===== config.mk =====
export PLATFORM = sky130hd
export DESIGN_NAME = sign_ext_pipe_flat
export DESIGN_NICKNAME = d
export VERILOG_FILES = /design/src/rtl/sign_ext_pipe_if.sv /design/src/rtl/sign_ext_pipe.sv /design/src/flat_wrapper.sv
export SDC_FILE = /design/constraint.sdc
export NUM_CORES = 1
export LEC_CHECK = 0
export CAP_MARGIN = 10
export CORE_UTILIZATION = 49
export CTS_CLUSTER_SIZE = 8
export DETAILED_ROUTE_END_ITERATION = 8
export GPL_ROUTABILITY_DRIVEN = 1
export PLACE_DENSITY = 0.83
export SLEW_MARGIN = 20
export SYNTH_ARGS = -nofsm -noshare
export SYNTH_HDL_FRONTEND = slang
export SYNTH_SLANG_ARGS = --single-unit

===== constraint.sdc =====
create_clock -name clk -period 1.4 [get_ports clk]
set_clock_uncertainty 0.05 [all_clocks]
set_input_delay 0.28 -clock clk [delete_from_list [all_inputs] [get_ports clk]]
set_output_delay 0.28 -clock clk [all_outputs]
set_load 0.02 [all_outputs]

===== src/rtl/sign_ext_pipe_if.sv =====
// Producer/consumer bundle for sign_ext_pipe: immediate in, extended result out.
interface sign_ext_pipe_if #(
   parameter int IN_SIZE  = 16,
   parameter int OUT_SIZE = 32
);
   logic [IN_SIZE-1:0]  in;
   logic [1:0]          mode;
   logic                in_valid;
   logic                in_ready;
   logic [OUT_SIZE-1:0] out;
   logic                out_valid;
   logic                out_ready;
   logic [1:0]          count;

   // Environment side: drives the immediate and consumes results.
   modport master (
      output in, mode, in_valid, out_ready,
      input  in_ready, out, out_valid, count
   );

   // Block side.
   modport slave (
      input  in, mode, in_valid, out_ready,
      output in_ready, out, out_valid, count
   );
endinterface


===== src/rtl/sign_ext_pipe.sv =====
// Immediate extender (zero/sign/branch-offset/upper) feeding a 2-entry result FIFO.
module sign_ext_pipe #(
   parameter int IN_SIZE  = 16,
   parameter int OUT_SIZE = 32,
   parameter int SHAMT    = 2
) (
   input logic            clk,
   input logic            rst,
   sign_ext_pipe_if.slave bus
);

   logic [OUT_SIZE-1:0]      zext, sext, res;
   logic [1:0][OUT_SIZE-1:0] mem;
   logic                     rd_ptr, wr_ptr;
   logic [1:0]               count;
   logic                     push, pop;

   // Extension result; shifts keep the IN_SIZE == OUT_SIZE case free of zero-width fields.
   always_comb begin
      zext = OUT_SIZE'(bus.in);
      sext = OUT_SIZE'($signed(bus.in));
      res  = zext;
      case (bus.mode)
         2'd0:    res = zext;
         2'd1:    res = sext;
         2'd2:    res = sext << SHAMT;
         default: res = zext << (OUT_SIZE - IN_SIZE);
      endcase
   end

   // in_ready is pure state plus reset: a pop in the full cycle does not open a slot.
   assign bus.in_ready  = !rst && (count != 2'd2);
   assign bus.out_valid = (count != 2'd0);
   assign bus.out       = mem[rd_ptr];
   assign bus.count     = count;

   assign push = bus.in_valid && bus.in_ready;
   assign pop  = bus.out_valid && bus.out_ready;

   // FIFO state: reset clears storage so out reads zero while empty after reset.
   always_ff @(posedge clk) begin
      if (rst) begin
         mem    <= '0;
         rd_ptr <= 1'b0;
         wr_ptr <= 1'b0;
         count  <= 2'd0;
      end else begin
         if (push) begin
            mem[wr_ptr] <= res;
            wr_ptr      <= ~wr_ptr;
         end
         if (pop)
            rd_ptr <= ~rd_ptr;
         count <= count + {1'b0, push} - {1'b0, pop};
      end
   end

endmodule


===== src/flat_wrapper.sv =====
// flat-port wrapper written by rule: the top's interface ports become plain ports
module sign_ext_pipe_flat 
#(
   parameter int IN_SIZE  = 16,
   parameter int OUT_SIZE = 32,
   parameter int SHAMT    = 2
)
  (clk, rst, bus_in, bus_mode, bus_in_valid, bus_out_ready, bus_in_ready, bus_out, bus_out_valid, bus_count);
  sign_ext_pipe_if #(.IN_SIZE(IN_SIZE), .OUT_SIZE(OUT_SIZE)) bus_i ();
  input logic clk;
  input logic rst;
  input wire logic [$bits(bus_i.in)-1:0] bus_in;
  input wire logic [$bits(bus_i.mode)-1:0] bus_mode;
  input wire logic [$bits(bus_i.in_valid)-1:0] bus_in_valid;
  input wire logic [$bits(bus_i.out_ready)-1:0] bus_out_ready;
  output wire logic [$bits(bus_i.in_ready)-1:0] bus_in_ready;
  output wire logic [$bits(bus_i.out)-1:0] bus_out;
  output wire logic [$bits(bus_i.out_valid)-1:0] bus_out_valid;
  output wire logic [$bits(bus_i.count)-1:0] bus_count;
  assign bus_i.in = bus_in;
  assign bus_i.mode = bus_mode;
  assign bus_i.in_valid = bus_in_valid;
  assign bus_i.out_ready = bus_out_ready;
  assign bus_in_ready = bus_i.in_ready;
  assign bus_out = bus_i.out;
  assign bus_out_valid = bus_i.out_valid;
  assign bus_count = bus_i.count;
  sign_ext_pipe #(.IN_SIZE(IN_SIZE), .OUT_SIZE(OUT_SIZE), .SHAMT(SHAMT)) u_core (.clk(clk), .rst(rst), .bus(bus_i));
endmodule

==> impl_metrics.env, run 1 <==
export IMPL_status="finished with violations"
export IMPL_violations="setup timing"
export IMPL_antenna_cells=0
export IMPL_first_pass_iters=5
export IMPL_relSlewSlack=0.4444
export IMPL_p_leak_nw=1.844
export IMPL_path_class="register to output pin"
export IMPL_core_area_mm2=0.007214
export IMPL_place_ws_ns=-0.5563
export IMPL_slew_viol_final=0
export IMPL_clk_latency_ns=0.35
export IMPL_nNetsFinal=467
export IMPL_grt_pass1_vias=3347
export IMPL_slowest_delay_ns=0.39
export IMPL_tightest_slew_ns=0.8335
export IMPL_dieArea_mm2=0.007798
export IMPL_period_needed_ns=1.753
export IMPL_ys_ff_latch=68
export IMPL_syn_nets=396
export IMPL_cts_tree="done"
export IMPL_synth_avg_cell_area_um2=9.811
export IMPL_antenna_left=0
export IMPL_initial_core_util=0.5059
export IMPL_rows=31
export IMPL_yosys_warnings=0
export IMPL_crit_chain="buf_8 > mux2_2 > buf_2"
export IMPL_grt_ovfl_total=0
export IMPL_seq_area_frac_synth=0.3730
export IMPL_drtIter0Drc=459
export IMPL_vias=3662
export IMPL_die_width_um=88.31
export IMPL_tns_ns=-17.00
export IMPL_wire_per_inst_um=22.55
export IMPL_viasPerCell=6.707
export IMPL_grt_max_degree=53
export IMPL_grt_pass1_wl_mm=17.89
export IMPL_clock_sinks=68
export IMPL_clkTransAtPathRegs_ns=0.07
export IMPL_synthCells=372
export IMPL_crit_arrival_ns=1.42
export IMPL_slowest_stage="dfxtp_4"
export IMPL_antenna_found_initial=0
export IMPL_power_mw=6.715
export IMPL_timing_final_ws_setup_ns=-0.3529
export IMPL_crit_fanout=10
export IMPL_synth_area_mm2=0.003650
export IMPL_drive_above_1_share=0.5391
export IMPL_p_per_area_mw_per_mm2=1317
export IMPL_end_kind="output pin"
export IMPL_critPathTopFamily="flip-flops"
export IMPL_grt_usage=0.3044
export IMPL_clockBufferDepth=2
export IMPL_crit_required_ns=1.07
export IMPL_place_hpwl_mm=6.457
export IMPL_peakVddDrop_v=0.0007284
export IMPL_area_growth_syn_to_layout_pct=39.73
export IMPL_routed_wl_mm=12.31
export IMPL_io_buffers=57
export IMPL_boundaryPins=58
export IMPL_synth_cell_types=34
export IMPL_rsz0062_at_grt="yes"
export IMPL_worst_hold_path_type="input port to register"
export IMPL_path_buf_inv=2
export IMPL_htree_levels=3
export IMPL_fin_crit_sh=1.252
export IMPL_die_y_um=88.31
export IMPL_clockRootBuffer="clkbuf_8"
export IMPL_drc=0
export IMPL_max_cap_violations=0
export IMPL_setup_viol=89
export IMPL_crit_path_start_kind="register"
export IMPL_max_freq_mhz=570.5
export IMPL_hold_viol=0
export IMPL_place_gp_congestion=0.9012
export IMPL_cts_buffers=9
==> per-layer routing <==
| layer | vias to the layer above | global-route usage | routed length [µm] | part of all wire |
|---|---|---|---|---|
| met5 | - | 0 | 0 | 0 |
| met2 | 244 | 0.4804 | 5880 | 0.48 |
| li1 | 1580 | - | - | - |
| met4 | 0 | 0.1085 | 414 | 0.034 |
| met3 | 47 | 0.06437 | 1009 | 0.082 |
| met1 | 1791 | 0.4119 | 5008 | 0.41 |
==> layout by cell type, fill, tap and decap left out, types with 6 or more instances in the layout <==
| master | Yosys | layout |
|---|---|---|
| dfxtp_1 | 68 | 65 |
| a31oi_1 | 58 | 58 |
| a211oi_2 | 20 | 55 |
| mux2_2 | 47 | 44 |
| buf_2 | 16 | 30 |
| buf_4 | 10 | 29 |
| a21oi_1 | 36 | 22 |
| clkdlybuf4s50_1 | 0 | 18 |
| nor2b_1 | 18 | 16 |
| a21oi_2 | 0 | 13 |
| clkbuf_8 | 0 | 10 |
| buf_6 | 6 | 9 |
| buf_12 | 0 | 9 |
| buf_8 | 1 | 8 |
| nand4_1 | 6 | 6 |
==> cell families (layout without fill, tap and decap cells) <==
family,after synthesis,after routing,synth area share
muxes,47,47,0.1450
buffers and inverters,53,127,0.08570
and+or+nand+nor,39,40,0.07131
xor gates and xnor gates,2,2,0.004800
adders and majority gates,2,2,0.006855
AOI/OAI and AO/OA,161,161,0.3133
DFF,68,68,0.3730
==> repair_timing <==
item | in CTS | in global routing
resized for setup | 200 | 60
endpoints found under the setup margin | 96 | 102
buffers inserted | 8 | 2
pin swaps | 5 | 7
cloned | 7 | 1
hold buffers | 0 | 0
==> final cells by class <==
type                    instances  area (µm²)
multi-input cells             252        2340
fillers                       490        2115
flip-flops and latches         68        1370
repair buffers                109        1065
clock buffers                  10       137.6
well taps                      99       123.9
clock inverters                 5       52.55
inverters                       3       11.26
==> cells in the mapped netlist (all sizes together) <==
library cell	count	area share
ha	2	0.0069
xnor2	1	0.0024
and2	1	0.0017
o21ai	1	0.0014
a31oi	58	0.099
xor2	1	0.0024
inv	3	0.0031
a211oi	58	0.15
o21a	2	0.0041
nor2b	18	0.031
nand3	1	0.0014
o31ai	6	0.012
and3b	1	0.0024
nand4	6	0.010
clkbuf	16	0.016
nor2	4	0.0041
buf	34	0.066
nand2b	2	0.0055
dfxtp	68	0.37
mux2	47	0.15
nor3	3	0.0086
and2b	2	0.0048
a21oi	36	0.049
or2	1	0.0017
==> where the power goes <==
group	internal (mW)	total (mW)	switching, mW	leakage [nW]
registers	2.15	2.29	0.147	0.556
logic	1.26	2.80	1.55	1.19
clock network	0.852	1.62	0.768	0.0979
==> registers in the layout, summed over array words and instances, names as in the netlist <==
signal / cells
u_core.bus.count: 2
u_core.rd_ptr: 1
u_core.wr_ptr: 1
u_core.mem: 64
==> worst reg2reg max path, stage by stage (launching register included) <==
cell and delay [ns]:
dfxtp_2 0.34, o21a_1 0.20, ha_1 0.28, inv_1 0.04, ha_1 0.18, xor2_1 0.15
and2_1 0.16, nor3_1 0.12
==> worst paths after layout <==
kind / start / to / slack [ns] / depth (start not counted)
worst min register to register: u_core.mem[33] / u_core.mem[33] / 0.44 / 2
worst min-delay path: rst / u_core.bus.count[0] / 0.39 / 3
worst max-delay path: u_core.rd_ptr / bus_out[4] / -0.35 / 3
worst max register to register: u_core.bus.count[1] / u_core.bus.count[1] / -0.20 / 7
==> metrics by stage <==
step,utilization,instances,hold slack (ns),instance area [µm²]
finish,0.7069,546,0.3938,5100
global placement,0.6160,516,0.4052,4444
CTS,0.6772,546,0.3862,4886
detailed placement,0.6160,516,0.4155,4444
floorplan,-,372,0.3948,3661
global route,0.7069,546,0.4023,5100
No activity file was read; power rests on OpenSTA's default activity.
==> inputs of run 2 (changes only) <==
--- a/config.mk
+++ b/config.mk
@@ -8,5 +8,5 @@
 export CAP_MARGIN = 10
 export CORE_UTILIZATION = 49
-export CTS_CLUSTER_SIZE = 8
+export CTS_CLUSTER_SIZE = 20
 export DETAILED_ROUTE_END_ITERATION = 8
 export GPL_ROUTABILITY_DRIVEN = 1
==> constraint.sdc (replaced) <==
create_clock -name clk -period 1.4 [get_ports clk]
set_clock_uncertainty 0.05 [all_clocks]
set_input_delay 0.14 -clock clk [delete_from_list [all_inputs] [get_ports clk]]
set_output_delay 0.14 -clock clk [all_outputs]
set_load 0.02 [all_outputs]
==> run 2 against run 1 <==
The flow still finishes with violations (setup timing). Highest routed layer unchanged. Critical endpoint is now bus_out[29]. Largest power group unchanged. Critical path depth unchanged. Non-clock buffer count increased by 16. Critical path type unchanged. Hold slack got worse by 0.31 ns. Core utilization increased by 9.0 points. Global-route usage increased by 4.4 points.
==> impl_metrics.env, run 2 (synthesis gave the netlist of run 1 again) <==
export IMPL_status="finished with violations"
export IMPL_violations="setup timing"
export IMPL_combPwrFrac=0.506
export IMPL_power_frac_seq=0.302
export IMPL_finalInstanceArea_mm2=0.005748
export IMPL_end_kind="output pin"
export IMPL_cts_tree="done"
export IMPL_hold_slack_ns=0.08776
export IMPL_path_buf_inv=2
export IMPL_antenna_left=0
export IMPL_vias=3868
export IMPL_clkTransAtPathRegs_ns=0.08
export IMPL_p_per_area_mw_per_mm2=1341
export IMPL_clkPwrFrac=0.192
export IMPL_cp_startpoint="u_core.rd_ptr"
export IMPL_placed_area_mm2=0.004492
export IMPL_switching_share=0.3700
export IMPL_die_width_um=88.31
export IMPL_slowest_delay_ns=0.45
export IMPL_max_freq_mhz=592.9
export IMPL_die_y_um=88.31
export IMPL_final_core_utilization=0.7967
export IMPL_hold_depth=2
export IMPL_path_class="register to output pin"
export IMPL_r2r_slack_ns=-0.21
export IMPL_place_gp_congestion=0.8515
export IMPL_critPathTopFamily="flip-flops"
export IMPL_drive_above_1_share=0.5736
export IMPL_routed_wl_mm=14.55
export IMPL_multi_input_area_mm2=0.002567
export IMPL_num_fill_cells=396
export IMPL_p_leak_nw=2.040
export IMPL_crit_required_ns=1.21
export IMPL_p_int_mw=4.857
export IMPL_grt_max_degree=55
export IMPL_rsz0062_at_grt="yes"
export IMPL_clockBufferDepth=2
export IMPL_tightest_slew_ns=0.9751
export IMPL_relSlewSlack=0.3499
export IMPL_io_buffers=57
export IMPL_place_ws_ns=-0.4232
export IMPL_clockRootBuffer="clkbuf_8"
export IMPL_top_register="u_core.mem"
export IMPL_worst_hold_path_type="input port to register"
export IMPL_crit_arrival_ns=1.50
export IMPL_timing_rr_start="u_core.bus.count[0]"
export IMPL_cts_buffers=9
export IMPL_htree_levels=3
export IMPL_max_cap_violations=0
export IMPL_timing_final_ws_setup_ns=-0.2865
export IMPL_first_pass_iters=5
export IMPL_clock_sinks=68
export IMPL_initial_core_util=0.5059
export IMPL_dieArea_mm2=0.007798
export IMPL_nNetsFinal=482
export IMPL_reg_largest_list="u_core.mem: 64 flops, u_core.bus.count: 2 flops"
export IMPL_area_growth_syn_to_layout_pct=57.49
export IMPL_fin_crit_sh=1.205
export IMPL_slew_viol_final=0
export IMPL_r2r_cells=7
export IMPL_peakVddDrop_v=0.0007518
export IMPL_ff_latch_area_mm2=0.001370
export IMPL_crit_path_start_kind="register"
export IMPL_drc=0
export IMPL_grt_usage=0.3486
export IMPL_r2r_end="u_core.bus.count[1]"
export IMPL_hold_end="u_core.rd_ptr"
export IMPL_hold_viol=0
export IMPL_crit_fanout=8
export IMPL_drtIter0Drc=364
export IMPL_layout_common_cells="dfxtp_1, a211oi_2, a31oi_1"
export IMPL_cts_hold_buffers=0
export IMPL_setup_viol=95
export IMPL_crit_chain="clkbuf_16 > mux2_4 > buf_6"
export IMPL_antenna_found_initial=0
export IMPL_final_cells=562
export IMPL_grt_pass1_vias=3611
export IMPL_p_switching_mw=2.853
export IMPL_final_common_cell="dfxtp_1"
export IMPL_period_needed_ns=1.687
export IMPL_place_hpwl_mm=6.442
export IMPL_clk_latency_ns=0.36
export IMPL_grt_pass1_wl_mm=20.04
export IMPL_hp_start="rst"
export IMPL_core_area_mm2=0.007214
export IMPL_wire_per_inst_um=25.89
export IMPL_slowest_stage="dfxtp_4"
export IMPL_grt_ovfl_total=0
export IMPL_boundaryPins=58
export IMPL_largest_reg_flops=64
export IMPL_viasPerCell=6.883
export IMPL_rows=31
export IMPL_placedCellCount=516
run 2: routing by layer:
metal	global-route usage	up-vias	routed length [µm]
met1	0.4260	1863	5329
met2	0.5490	311	6928
met4	0.2243	0	958
li1	-	1597	-
met5	0	-	0
met3	0.08489	97	1335
run 2: final cells by class:
class                      count  share of cell area
clock inverter                 2            0.001741
multi-input combinational    251              0.4467
timing repair buffer         125              0.2616
inverter                       3            0.001959
tap                           99             0.02155
sequential                    68              0.2384
antenna                        1           0.0004354
clock buffer                  13             0.02764
run 2: worst max path at each step:
stage / end / depth (start not counted)
floorplan: u_core.bus.count[1] / 7
global placement: u_core.mem[25] / 5
detailed placement: u_core.mem[57] / 5
CTS: bus_out[14] / 4
global route: bus_out[14] / 4
finish: bus_out[29] / 3
run 2: power by group through the flow:
stage	clock, mW	sequential [mW]	combinational, mW
final	1.48	2.33	3.90
after global routing	1.57	2.34	4.02
after floorplan	0	2.28	1.54
after CTS	1.45	2.27	3.27
after global placement	0	2.28	2.43
after detailed placement	0	2.30	2.48
run 2: worst register-to-register path, stage by stage, from the launching register on:
cell     delay (ns)
dfxtp_4        0.36
o21a_1         0.20
ha_1           0.28
inv_2          0.04
ha_4           0.15
xor2_1         0.19
and2_1         0.18
nor3_2         0.04
run 2: repair_timing:
action	CTS	global route
setup buffers	20	6
resized for setup	237	118
gates cloned	10	2
pin swaps	13	17
setup endpoints to repair	95	101
run 2: metrics by stage:
step / power [mW] / TNS [ns]
floorplan: 3.821 / -0.4888
global placement: 4.712 / -26.47
detailed placement: 4.774 / -28.73
CTS: 6.992 / -11.67
global route: 7.929 / -19.43
finish: 7.710 / -16.78
==> inputs of run 3 (changes only) <==
Clock period 1.4 ns to 1.41 ns, I/O delays scaled along.
==> run 3 against run 2 <==
The flow still finishes with violations (setup timing). Routed wire length down 12%. Core utilization down 6.6 points. Critical path type unchanged. Total power down 10%. Highest routed layer unchanged. Sequential power down 2%. Count of clock-buffer cells in the layout down 2.
==> impl_metrics.env, run 3 (synthesis gave the netlist of run 1 again) <==
export IMPL_combPwrFrac=0.467
export IMPL_hp_start="rst"
export IMPL_final_common_cell="dfxtp_1"
export IMPL_dieArea_mm2=0.007798
export IMPL_finalInstanceArea_mm2=0.005275
export IMPL_place_gp_congestion=0.9136
export IMPL_final_cells=542
export IMPL_end_kind="output pin"
export IMPL_fin_crit_sh=1.159
export IMPL_reg_largest_list="u_core.mem: 64 flops, u_core.bus.count: 2 flops"
export IMPL_clkPwrFrac=0.202
export IMPL_die_y_um=88.31
export IMPL_max_cap_violations=0
export IMPL_tightest_slew_ns=0.9695
export IMPL_timing_final_ws_setup_ns=-0.2248
export IMPL_largest_reg_flops=64
export IMPL_rsz0062_at_grt="yes"
export IMPL_timing_rr_start="u_core.bus.count[0]"
export IMPL_setup_viol=92
export IMPL_clock_sinks=68
export IMPL_wire_per_inst_um=23.63
export IMPL_grt_pass1_vias=3396
export IMPL_cts_hold_buffers=0
export IMPL_r2r_cells=7
export IMPL_cp_startpoint="u_core.rd_ptr"
export IMPL_boundaryPins=58
export IMPL_switching_share=0.3729
export IMPL_top_register="u_core.mem"
export IMPL_ff_latch_area_mm2=0.001370
export IMPL_first_pass_iters=5
export IMPL_crit_end="bus_out[24]"
export IMPL_p_int_mw=4.333
export IMPL_p_per_area_mw_per_mm2=1310
export IMPL_grt_pass1_wl_mm=18.57
export IMPL_slew_viol_final=0
export IMPL_drc=0
export IMPL_p_switching_mw=2.577
export IMPL_num_fill_cells=471
export IMPL_cts_buffers=9
export IMPL_antenna_left=0
export IMPL_crit_arrival_ns=1.44
export IMPL_nNetsFinal=464
export IMPL_path_class="register to output pin"
export IMPL_period_needed_ns=1.635
export IMPL_routed_wl_mm=12.81
export IMPL_area_growth_syn_to_layout_pct=44.53
export IMPL_status="finished with violations"
export IMPL_grt_max_degree=60
export IMPL_clockBufferDepth=2
export IMPL_grt_usage=0.3191
export IMPL_initial_core_util=0.5059
export IMPL_io_buffers=57
export IMPL_layout_common_cells="dfxtp_1, a211oi_2, a31oi_1"
export IMPL_multi_input_area_mm2=0.002447
export IMPL_r2r_slack_ns=-0.19
export IMPL_placed_area_mm2=0.004429
export IMPL_drive_above_1_share=0.5711
export IMPL_violations="setup timing"
export IMPL_power_frac_seq=0.331
export IMPL_htree_levels=3
export IMPL_clk_latency_ns=0.35
export IMPL_crit_path_start_kind="register"
export IMPL_vias=3631
export IMPL_clkTransAtPathRegs_ns=0.07
export IMPL_p_leak_nw=1.858
export IMPL_hold_viol=0
export IMPL_place_hpwl_mm=6.467
export IMPL_peakVddDrop_v=0.0009170
export IMPL_grt_ovfl_total=0
export IMPL_worst_hold_path_type="input port to register"
export IMPL_cts_tree="done"
export IMPL_rows=31
export IMPL_hold_depth=3
export IMPL_relSlewSlack=0.3537
export IMPL_antenna_found_initial=0
export IMPL_viasPerCell=6.699
export IMPL_clockRootBuffer="clkbuf_8"
export IMPL_r2r_end="u_core.bus.count[1]"
export IMPL_antenna_cells=0
export IMPL_crit_required_ns=1.22
export IMPL_die_width_um=88.31
export IMPL_core_area_mm2=0.007214
export IMPL_placedCellCount=511
export IMPL_drtIter0Drc=314
export IMPL_power_mw=6.909
export IMPL_crit_fanout=6
export IMPL_max_freq_mhz=611.7
## run 3: cell count changes in the layout (fill, tap and decap cells not counted), sizes merged
cell / before / now
buf: 101 / 85
clkbuf: 16 / 11
clkinv: 2 / 3
diode: 1 / 0
dlygate4sd2: 1 / 2
## run 3: metrics by stage
| step | setup slack (ns) | utilization | hold WS (ns) | setup TNS, ns |
|---|---|---|---|---|
| after floorplan | -0.1395 | - | 0.3628 | -0.3788 |
| after global placement | -0.3849 | 0.6139 | 0.4061 | -26.88 |
| after detailed placement | -0.4298 | 0.6139 | 0.4097 | -29.26 |
| after CTS | -0.2532 | 0.7067 | 0.1719 | -9.130 |
| after global routing | -0.2504 | 0.7312 | 0.2433 | -15.37 |
| final | -0.2248 | 0.7312 | 0.2224 | -13.10 |
## run 3: worst min path at each step
stage	end	slack [ns]
after floorplan	u_core.mem[38]	0.36
after global placement	u_core.mem[63]	0.41
after detailed placement	u_core.mem[63]	0.41
after CTS	u_core.rd_ptr	0.17
after global routing	u_core.mem[1]	0.24
final	u_core.rd_ptr	0.22
## run 3: routing by layer
layer / share of wire / vias to the layer above / track usage / wire length, µm
li1: - / 1579 / - / -
met1: 0.38 / 1795 / 0.4008 / 4914
met2: 0.51 / 209 / 0.5336 / 6469
met3: 0.075 / 48 / 0.07836 / 962
met4: 0.036 / 0 / 0.1114 / 463
met5: 0 / - / 0 / 0
## run 3: layout make-up
cell class	count	area share
tap	99	0.02348
sequential	68	0.2597
inverter	3	0.002135
timing repair buffer	107	0.2211
multi-input combinational	251	0.4639
clock buffer	11	0.02680
clock inverter	3	0.002846
## run 3: repair_timing
item | CTS | global route
pin swaps | 11 | 8
gates cloned | 8 | 0
buffers inserted | 11 | 1
endpoints found under the hold margin | 0 | 0
resized for setup | 230 | 61
endpoints found under the setup margin | 95 | 99
## run 3: worst max-delay path, stage by stage, from the launching register on
cell and delay [ns]:
dfxtp_4 0.40, buf_12 0.14, buf_12 0.12, mux2_4 0.31, buf_6 0.13
## run 3: power groups by stage
stage	Clock, mW	Sequential [mW]	Combinational [mW]
after global placement	0	2.27	2.38
after floorplan	0	2.27	1.53
after CTS	1.39	2.26	3.02
final	1.39	2.29	3.23
after detailed placement	0	2.28	2.44
after global routing	1.49	2.30	3.37
